`src/rtl/hd44780_lcd_sequencer.sv`:
```
// HD44780 command/data sequencer: runs the 4-bit power-on init, then splits host
// bytes into two nybble transfers and enforces each command's execution delay.
module hd44780_lcd_sequencer #(
  parameter int TIMER_BITS    = 23,
  parameter int DELAY_POWERUP = 4800000,
  parameter int DELAY_4P1MS   = 196800,
  parameter int DELAY_100US   = 4800,
  parameter int DELAY_53US    = 2544,
  parameter int DELAY_3MS     = 144000
) (
  input  logic       CLK_I,
  input  logic       RST_I,
  input  logic       STB_I,
  input  logic [7:0] DAT_I,
  input  logic       RS_I,
  output logic       ACK_O,
  output logic       busy_o,
  output logic       ready_o,
  output logic       nyb_stb_o,
  output logic [3:0] nyb_o,
  output logic       nyb_rs_o,
  input  logic       nyb_done_i
);

  localparam logic [3:0] PWR_WAIT  = 4'd0;
  localparam logic [3:0] INIT_STEP = 4'd1;
  localparam logic [3:0] IDLE      = 4'd2;
  localparam logic [3:0] SEND_HI   = 4'd3;
  localparam logic [3:0] WAIT_HI   = 4'd4;
  localparam logic [3:0] SEND_LO   = 4'd5;
  localparam logic [3:0] WAIT_LO   = 4'd6;
  localparam logic [3:0] POST_DLY  = 4'd7;
  localparam logic [3:0] DONE      = 4'd8;

  localparam logic [TIMER_BITS-1:0] LOAD_PWR  = TIMER_BITS'(DELAY_POWERUP);
  localparam logic [TIMER_BITS-1:0] LOAD_4P1  = TIMER_BITS'(DELAY_4P1MS - 1);
  localparam logic [TIMER_BITS-1:0] LOAD_100  = TIMER_BITS'(DELAY_100US - 1);
  localparam logic [TIMER_BITS-1:0] LOAD_53   = TIMER_BITS'(DELAY_53US - 1);
  localparam logic [TIMER_BITS-1:0] LOAD_3MS  = TIMER_BITS'(DELAY_3MS - 1);
  localparam logic [TIMER_BITS-1:0] ONE       = TIMER_BITS'(1);

  logic [3:0]            state;
  logic [TIMER_BITS-1:0] cnt;
  logic [7:0]            dat;
  logic                  rs;
  logic                  lo_phase;
  logic                  single;
  logic [2:0]            item;
  logic                  ready;

  // Init single nybbles ride the byte path as {nyb,4'h0} with only the high half sent.
  function automatic logic [8:0] init_item(input logic [2:0] i);
    case (i)
      3'd0, 3'd1, 3'd2: init_item = 9'h130;
      3'd3:             init_item = 9'h120;
      3'd4:             init_item = 9'h028;
      3'd5:             init_item = 9'h00C;
      3'd6:             init_item = 9'h001;
      default:          init_item = 9'h006;
    endcase
  endfunction

  function automatic logic [TIMER_BITS-1:0] single_dly(input logic [2:0] i);
    case (i)
      3'd0:    single_dly = LOAD_4P1;
      3'd1:    single_dly = LOAD_100;
      default: single_dly = LOAD_53;
    endcase
  endfunction

  logic [TIMER_BITS-1:0] byte_dly;
  always_comb begin
    byte_dly = LOAD_53;
    if (!rs && (dat == 8'h01 || dat == 8'h02 || dat == 8'h03))
      byte_dly = LOAD_3MS;
  end

  always_ff @(posedge CLK_I or negedge RST_I) begin
    if (!RST_I) begin
      state    <= PWR_WAIT;
      cnt      <= LOAD_PWR;
      dat      <= '0;
      rs       <= 1'b0;
      lo_phase <= 1'b0;
      single   <= 1'b0;
      item     <= '0;
      ready    <= 1'b0;
    end else begin
      case (state)
        PWR_WAIT: begin
          if (cnt == '0) begin
            {single, dat} <= init_item(3'd0);
            rs       <= 1'b0;
            lo_phase <= 1'b0;
            item     <= '0;
            state    <= INIT_STEP;
          end else begin
            cnt <= cnt - ONE;
          end
        end
        INIT_STEP: state <= WAIT_HI;
        IDLE, DONE: begin
          if (STB_I) begin
            dat      <= DAT_I;
            rs       <= RS_I;
            single   <= 1'b0;
            lo_phase <= 1'b0;
            state    <= SEND_HI;
          end else begin
            state <= IDLE;
          end
        end
        SEND_HI: state <= WAIT_HI;
        WAIT_HI: begin
          if (nyb_done_i) begin
            if (single) begin
              cnt   <= single_dly(item);
              state <= POST_DLY;
            end else begin
              lo_phase <= 1'b1;
              state    <= SEND_LO;
            end
          end
        end
        SEND_LO: state <= WAIT_LO;
        WAIT_LO: begin
          if (nyb_done_i) begin
            cnt   <= byte_dly;
            state <= POST_DLY;
          end
        end
        POST_DLY: begin
          if (cnt != '0) begin
            cnt <= cnt - ONE;
          end else if (ready) begin
            state <= DONE;
          end else if (item == 3'd7) begin
            ready <= 1'b1;
            state <= IDLE;
          end else begin
            item          <= item + 3'd1;
            {single, dat} <= init_item(item + 3'd1);
            lo_phase      <= 1'b0;
            state         <= INIT_STEP;
          end
        end
        default: state <= PWR_WAIT;
      endcase
    end
  end

  assign nyb_stb_o = (state == INIT_STEP) || (state == SEND_HI) || (state == SEND_LO);
  assign nyb_o     = lo_phase ? dat[3:0] : dat[7:4];
  assign nyb_rs_o  = rs;
  assign ACK_O     = (state == DONE);
  assign busy_o    = (state != IDLE) && (state != DONE);
  assign ready_o   = ready;

endmodule

```
`config.mk`:
```
export PLATFORM = sky130hd
export DESIGN_NAME = hd44780_lcd_sequencer
export DESIGN_NICKNAME = d
export VERILOG_FILES = /design/src/rtl/hd44780_lcd_sequencer.sv
export SDC_FILE = /design/constraint.sdc
export NUM_CORES = 1
export LEC_CHECK = 0
export CAP_MARGIN = 15
export CORE_AREA = 2 2 82 84
export DETAILED_ROUTE_END_ITERATION = 6
export DIE_AREA = 0 0 84 86
export PLACE_DENSITY = 0.63
export RECOVER_POWER = 50
export SETUP_SLACK_MARGIN = 0.15
export SLEW_MARGIN = 20
export SYNTH_ARGS = -nofsm -noshare
export SYNTH_HDL_FRONTEND = slang
export SYNTH_SLANG_ARGS = --single-unit
export TNS_END_PERCENT = 10
```
`constraint.sdc`:
```
create_clock -name CLK_I -period 2.8 [get_ports CLK_I]
set_clock_uncertainty 0.15 [all_clocks]
set_input_delay 0.42 -clock CLK_I [delete_from_list [all_inputs] [get_ports CLK_I]]
set_output_delay 0.42 -clock CLK_I [all_outputs]
set_load 0.03 [all_outputs]
```
Word-level counts from Yosys, hierarchy flattened --
Cells that the tools add are included.
Word-level totals: logic and storage cells 117, register bits after elaboration 42, output and inout port bits 9, bits of input ports 13
Operators by class: reductions and logical operators 27, multiplexer cells 47, equality and inequality tests 32, bitwise operators 1, add/subtract/negate cells 2
Operators with widths (number):
- $mux W23 | 5
- $pmux W23 S4 | 1
- $pmux W9 S5 | 1
- $mux W8 | 5
- $pmux W18 S2 | 1
- $pmux W4 S7 | 1
- $mux W4 | 6
- $pmux W8 S3 | 1
- $logic_not A23 Y1 | 1
- $reduce_bool A23 Y1 | 1
- $sub A23 B1 Y23 const B | 1
- $ne A2 B2 Y1 const B | 11
- $mux W18 | 1
- $eq A4 B3 Y1 const B | 4
- $eq A8 B2 Y1 const B | 2
- $mux W1 | 15
- $eq A3 B3 Y1 const B | 4
- $mux W3 | 4
- $reduce_and A6 Y1 | 2
- $eq A4 B2 Y1 const B | 2
- $eq A8 B1 Y1 const B | 1
- $reduce_and A8 Y1 | 1
- $reduce_bool A4 Y1 | 2
- $eq A3 B1 Y1 const B | 2
- 25 further kinds | 34

Logic depth before layout (Yosys ltp) --
depth in word-level cells 8, depth in mapped cells 9, depth with buffers taken out 7

Worst setup path before layout --
Ideal clock, no wire load.
path type reg-to-reg, from register cnt[0], to register dat[0], buffers on the path 1, cell stages (with the launch flop) 9, arrival 2.736 ns, clock period less this slack 3.011 ns, library setup time 0.125 ns, slack -0.211 ns, path through dfrtp_1 -> inv_1 -> ha_1 -> or4b_4 -> or4_4 -> or4_1 -> buf_6 -> nand2_8 -> mux2_4
Between the ends: cells in the longest elaborated chain, start to end 3, elaborated cells on any way between the ends 5, classes of those cells eq/ne: 2; reduce/logical: 3
Ends and longest elaborated chain:
- start, declared | RTL line 43 | logic [TIMER_BITS-1:0] cnt;
- start signal, assigned | RTL line 98 | cnt <= cnt - ONE;
- start signal, assigned | RTL line 117 | cnt <= single_dly(item);
- start signal, assigned | RTL line 128 | cnt <= byte_dly;
- $reduce_bool A23 Y1 or $logic_not A23 Y1 (tied branches) | RTL line 133, 91
- $ne A2 B2 Y1 (no line)
- $reduce_and A6 Y1 (no line) (*)
- end signal, assigned | RTL line 92 | {single, dat} <= init_item(3'd0);
- end signal, assigned | RTL line 142 | {single, dat} <= init_item(item + 3'd1);
- end, declared | RTL line 44 | logic [7:0] dat;
Every way passes the cells marked *; elsewhere a longest branch is shown, timed or not. A chain may end at the register's enable or synchronous reset.

Worst setup path after layout --
from register cnt[0], to register dat[4]
Same word-level chain as after synthesis.

==> flow_summary.rst <==
.. list-table::
   :header-rows: 1

   * - Metric
     - Value
   * - Number of levels in the clock H-tree
     - 2
   * - Buffers on Ports
     - 21
   * - Cells after DPL
     - 424
   * - Post-route DRC
     - 0
   * - Area of the core
     - 6280 um2
   * - Fin. max-slew vios
     - 43
   * - Count of state elements after synthesis
     - 42
   * - Synth warn
     - 0
   * - Required time reported for the critical path endpoint
     - 2840 ps
   * - Minimum setup slack among reg-to-reg paths
     - 100 ps
   * - Via count of the first global-routing pass
     - 2496
   * - Timing-limited maximum frequency
     - 371 MHz
   * - Number of antenna violations at the first check in global routing
     - 0
   * - Critical path launch point
     - cnt[0]$_DFFE_PN0P_
   * - Chip Width
     - 84 um
   * - Final hold violation count
     - 0
   * - Global routing usage summed across all routing layers
     - 0.215
   * - Mean cell area of the mapped netlist
     - 8.85 um2
   * - Post-place setup slack
     - -102 ps
   * - Clock tree from TritonCTS
     - yes
   * - Post-CTS Hold Fix Bufs
     - 0
   * - Initial cell density of the core
     - 0.447
   * - Setup CP Type
     - flop to flop
   * - Arrival time at the worst endpoint
     - 2740 ps
   * - Max-capacitance violation count
     - 1
   * - Antenna Nets Post-Route
     - 0
   * - RD Place Congestion
     - 0.874
   * - DIE HEIGHT
     - 86 um
   * - Via-to-Cell Ratio
     - 5.86
   * - Largest net degree at the start of global routing
     - 43
   * - Violated checks
     - capacitance limit, slew limit
   * - Leakage power
     - 1.38 nW
   * - DRT iter0 DRCs
     - 243
   * - Final standard cell count with taps included and fillers excluded
     - 435
   * - Class of the tightest hold or removal check
     - flop to flop
   * - Filler Cell Count
     - 600
   * - Worst slew margin
     - -0.523
   * - Clock buffer count from CTS
     - 5
   * - Clk buf depth
     - 2
   * - Critical path destination
     - dat[4]$_DFFE_PN0P_
   * - Global-route congestion overflow total
     - 0
   * - Power Density
     - 746 nW/um2
   * - Design area
     - 3360 um2
   * - # nets final
     - 379
   * - Maximum fanout along the worst path
     - 8
   * - Async S/R FF share, synth
     - 1.00
   * - Startpoint types
     - flop
   * - Result of the run
     - finished, violations left
   * - Clock sink count
     - 42
   * - Final Worst Setup Slack
     - 102 ps
   * - Placed Instance Area
     - 3250 um2
   * - Fraction of layout cells with a size suffix above 1
     - 0.187
   * - Number of standard-cell rows in the floorplan
     - 29
   * - Die Area
     - 7220 um2
   * - Setup violators final
     - 0
   * - Area Growth Syn to Fin
     - 19.8%
   * - First-pass GRT wire length
     - 12600 um
   * - Max rail drop VDD
     - 490 uV
   * - CTS root buffer
     - sky130_fd_sc_hd__clkbuf_8
   * - Depth of the worst register-to-register path
     - 7
   * - WL/cell
     - 16.6 um
   * - Total I/O pin count
     - 22
   * - Final cycle utilization of the critical path
     - 0.964
   * - Final WL
     - 7210 um
   * - Worst-Skew Late Latency
     - 300 ps
   * - Clk slew on worst S/H paths
     - 90 ps
   * - Flip-flop and latch area
     - 1060 um2
   * - Crit. End Element
     - flop
   * - End of the worst register-to-register path
     - dat[4]$_DFFE_PN0P_
   * - Setup repair after global routing missed its margin
     - yes
   * - Total standard cell area after synthesis
     - 2810 um2
   * - Fin Hold WS
     - 319 ps
   * - Synthesized Nets
     - 339
   * - Slew of the pin with the lowest slew margin
     - 2280 ps
   * - Synthesized instance count
     - 317
   * - Number of distinct library cells after synthesis
     - 54
   * - Fraction of the core area covered by cells at the end of the flow
     - 0.536
   * - Proportion of synthesized chip area in sequential cells
     - 0.378
   * - Reg-to-reg critical path startpoint
     - cnt[0]$_DFFE_PN0P_
   * - Placed wire-length estimate after detailed placement
     - 5200 um
   * - Synth Flop Type
     - sky130_fd_sc_hd__dfrtp_1
   * - Count of flip-flops with a built-in enable after synthesis
     - 0
   * - Drt first pass iters
     - 4
   * - Count of inserted antenna diode cells
     - 0
   * - Post-layout minimum cycle time
     - 2700 ps
   * - Vias
     - 2548
   * - Area of the multi-input gates
     - 1620 um2
## area by class of cell
| cell class | instances | share of cell area |
|---|---|---|
| tap | 77 | 0.0286 |
| multi-input combinational | 240 | 0.482 |
| clock buffer | 6 | 0.0216 |
| clock inverter | 2 | 0.00298 |
| inverter | 15 | 0.0167 |
| sequential | 42 | 0.315 |
| timing repair buffer | 53 | 0.133 |
## where the power goes
| group | switching (mW) | internal [mW] |
|---|---|---|
| sequential | 0.149 | 0.734 |
| combinational | 0.716 | 0.524 |
| clock | 0.213 | 0.173 |
| total | 1.08 | 1.43 |
## through the flow
step | power [mW] | setup TNS [ps]
final | 2.51 | 0
after global routing | 2.71 | 0
after CTS | 2.51 | -29.9
after detailed placement | 2.10 | -2020
after global placement | 2.09 | -1200
after floorplan | 1.66 | -1750
## cell usage in the layout (no fill, tap or decap), types with 4 or more instances in the layout
cell type	instances
sky130_fd_sc_hd__nor4_1	9
sky130_fd_sc_hd__dlygate4sd3_1	4
sky130_fd_sc_hd__o22ai_1	4
sky130_fd_sc_hd__mux2_4	8
sky130_fd_sc_hd__nand2b_1	4
sky130_fd_sc_hd__clkbuf_8	5
sky130_fd_sc_hd__inv_1	13
sky130_fd_sc_hd__a22o_1	5
sky130_fd_sc_hd__nand2_1	23
sky130_fd_sc_hd__or3_1	7
sky130_fd_sc_hd__a21oi_1	12
sky130_fd_sc_hd__o41ai_1	4
sky130_fd_sc_hd__ha_1	8
sky130_fd_sc_hd__o21bai_1	4
sky130_fd_sc_hd__dfrtp_1	34
sky130_fd_sc_hd__buf_4	31
sky130_fd_sc_hd__o21ai_0	21
sky130_fd_sc_hd__o31ai_1	18
sky130_fd_sc_hd__nor2_1	33
sky130_fd_sc_hd__clkdlybuf4s50_1	15
sky130_fd_sc_hd__nor3_1	16
sky130_fd_sc_hd__dfstp_2	8
sky130_fd_sc_hd__a31oi_1	9
## synth_stat cells, types with 2 or more instances
master | count | area, um2
sky130_fd_sc_hd__clkbuf_1 | 15 | 56.3
sky130_fd_sc_hd__o31ai_1 | 18 | 135
sky130_fd_sc_hd__nor4_1 | 9 | 56.3
sky130_fd_sc_hd__nand2_1 | 23 | 86.3
sky130_fd_sc_hd__nor4b_1 | 2 | 17.5
sky130_fd_sc_hd__ha_1 | 9 | 113
sky130_fd_sc_hd__or3_1 | 7 | 43.8
sky130_fd_sc_hd__a41oi_1 | 3 | 26.3
sky130_fd_sc_hd__dfstp_2 | 8 | 210
sky130_fd_sc_hd__mux2_4 | 8 | 120
sky130_fd_sc_hd__mux2i_1 | 2 | 20.0
sky130_fd_sc_hd__a32oi_1 | 3 | 26.3
sky130_fd_sc_hd__o21bai_1 | 4 | 30.0
sky130_fd_sc_hd__a31oi_1 | 9 | 56.3
sky130_fd_sc_hd__a22o_1 | 5 | 43.8
sky130_fd_sc_hd__a211oi_1 | 3 | 22.5
sky130_fd_sc_hd__nor3_1 | 16 | 80.1
sky130_fd_sc_hd__inv_1 | 15 | 56.3
sky130_fd_sc_hd__o22a_1 | 2 | 17.5
sky130_fd_sc_hd__o211ai_1 | 3 | 22.5
sky130_fd_sc_hd__or4_1 | 2 | 15.0
sky130_fd_sc_hd__dfrtp_1 | 34 | 851
sky130_fd_sc_hd__o211a_1 | 3 | 30.0
sky130_fd_sc_hd__a22oi_1 | 3 | 22.5
sky130_fd_sc_hd__and3_1 | 2 | 12.5
sky130_fd_sc_hd__o21a_1 | 3 | 22.5
sky130_fd_sc_hd__nand3_1 | 3 | 15.0
sky130_fd_sc_hd__mux2_2 | 2 | 22.5
sky130_fd_sc_hd__nor2_1 | 33 | 124
sky130_fd_sc_hd__buf_2 | 3 | 15.0
sky130_fd_sc_hd__nand2b_1 | 4 | 25.0
sky130_fd_sc_hd__o21ai_0 | 22 | 110
sky130_fd_sc_hd__o22ai_1 | 4 | 25.0
sky130_fd_sc_hd__o41ai_1 | 4 | 35.0
sky130_fd_sc_hd__a21oi_1 | 12 | 60.1
## worst min-delay path by stage
stage,start,cells past startpoint,endpoint,slack (ps)
finish,cnt[22]$_DFFE_PN1P_,1,cnt[22]$_DFFE_PN1P_,320
global route,cnt[22]$_DFFE_PN1P_,1,cnt[22]$_DFFE_PN1P_,340
CTS,RST_I,1,state[2]$_DFFE_PN0P_,160
detailed placement,cnt[22]$_DFFE_PN1P_,1,cnt[22]$_DFFE_PN1P_,300
global placement,cnt[22]$_DFFE_PN1P_,1,cnt[22]$_DFFE_PN1P_,300
floorplan,RST_I,0,cnt[0]$_DFFE_PN0P_,-30
## worst max-delay path, cell delays in order (launching register included)
cell and delay (ps):
sky130_fd_sc_hd__dfrtp_1 400, sky130_fd_sc_hd__inv_2 70, sky130_fd_sc_hd__ha_4 130, sky130_fd_sc_hd__or4b_4 450
sky130_fd_sc_hd__or4_4 440, sky130_fd_sc_hd__or4_4 510, sky130_fd_sc_hd__nand2_8 130, sky130_fd_sc_hd__mux2_4 300
## per-layer routing
metal	wire length (um)	share of wire	GRT usage
met1	3500	0.49	0.320
met2	3280	0.46	0.329
met3	352	0.049	0.0327
met4	69	0.0096	0.0499
met5	0	0	0
## flip-flops by register name (all words and copies together) (netlist names)
name,count
single,1
cnt,23
ready_o,1
nyb_rs_o,1
dat,8
state,4
item,3
lo_phase,1
## timing repair
action	CTS	global route
pin swaps	6	2
setup endpoints to repair	42	26
gates resized for setup	7	0
buffers inserted	2	1
## logic make-up (layout without fill, tap and decap cells)
kind of cell / Yosys count / after routing / share of synthesized area
muxes: 12 / 12 / 0.0580
adders and majority gates: 9 / 9 / 0.0401
xor gates and xnor gates: 1 / 1 / 0.00312
AOI/OAI and AO/OA: 106 / 106 / 0.258
buffers and inverters: 35 / 76 / 0.0522
DFF: 42 / 42 / 0.378
and+or+nand+nor: 112 / 112 / 0.210
(Power assumes the default switching activity.)
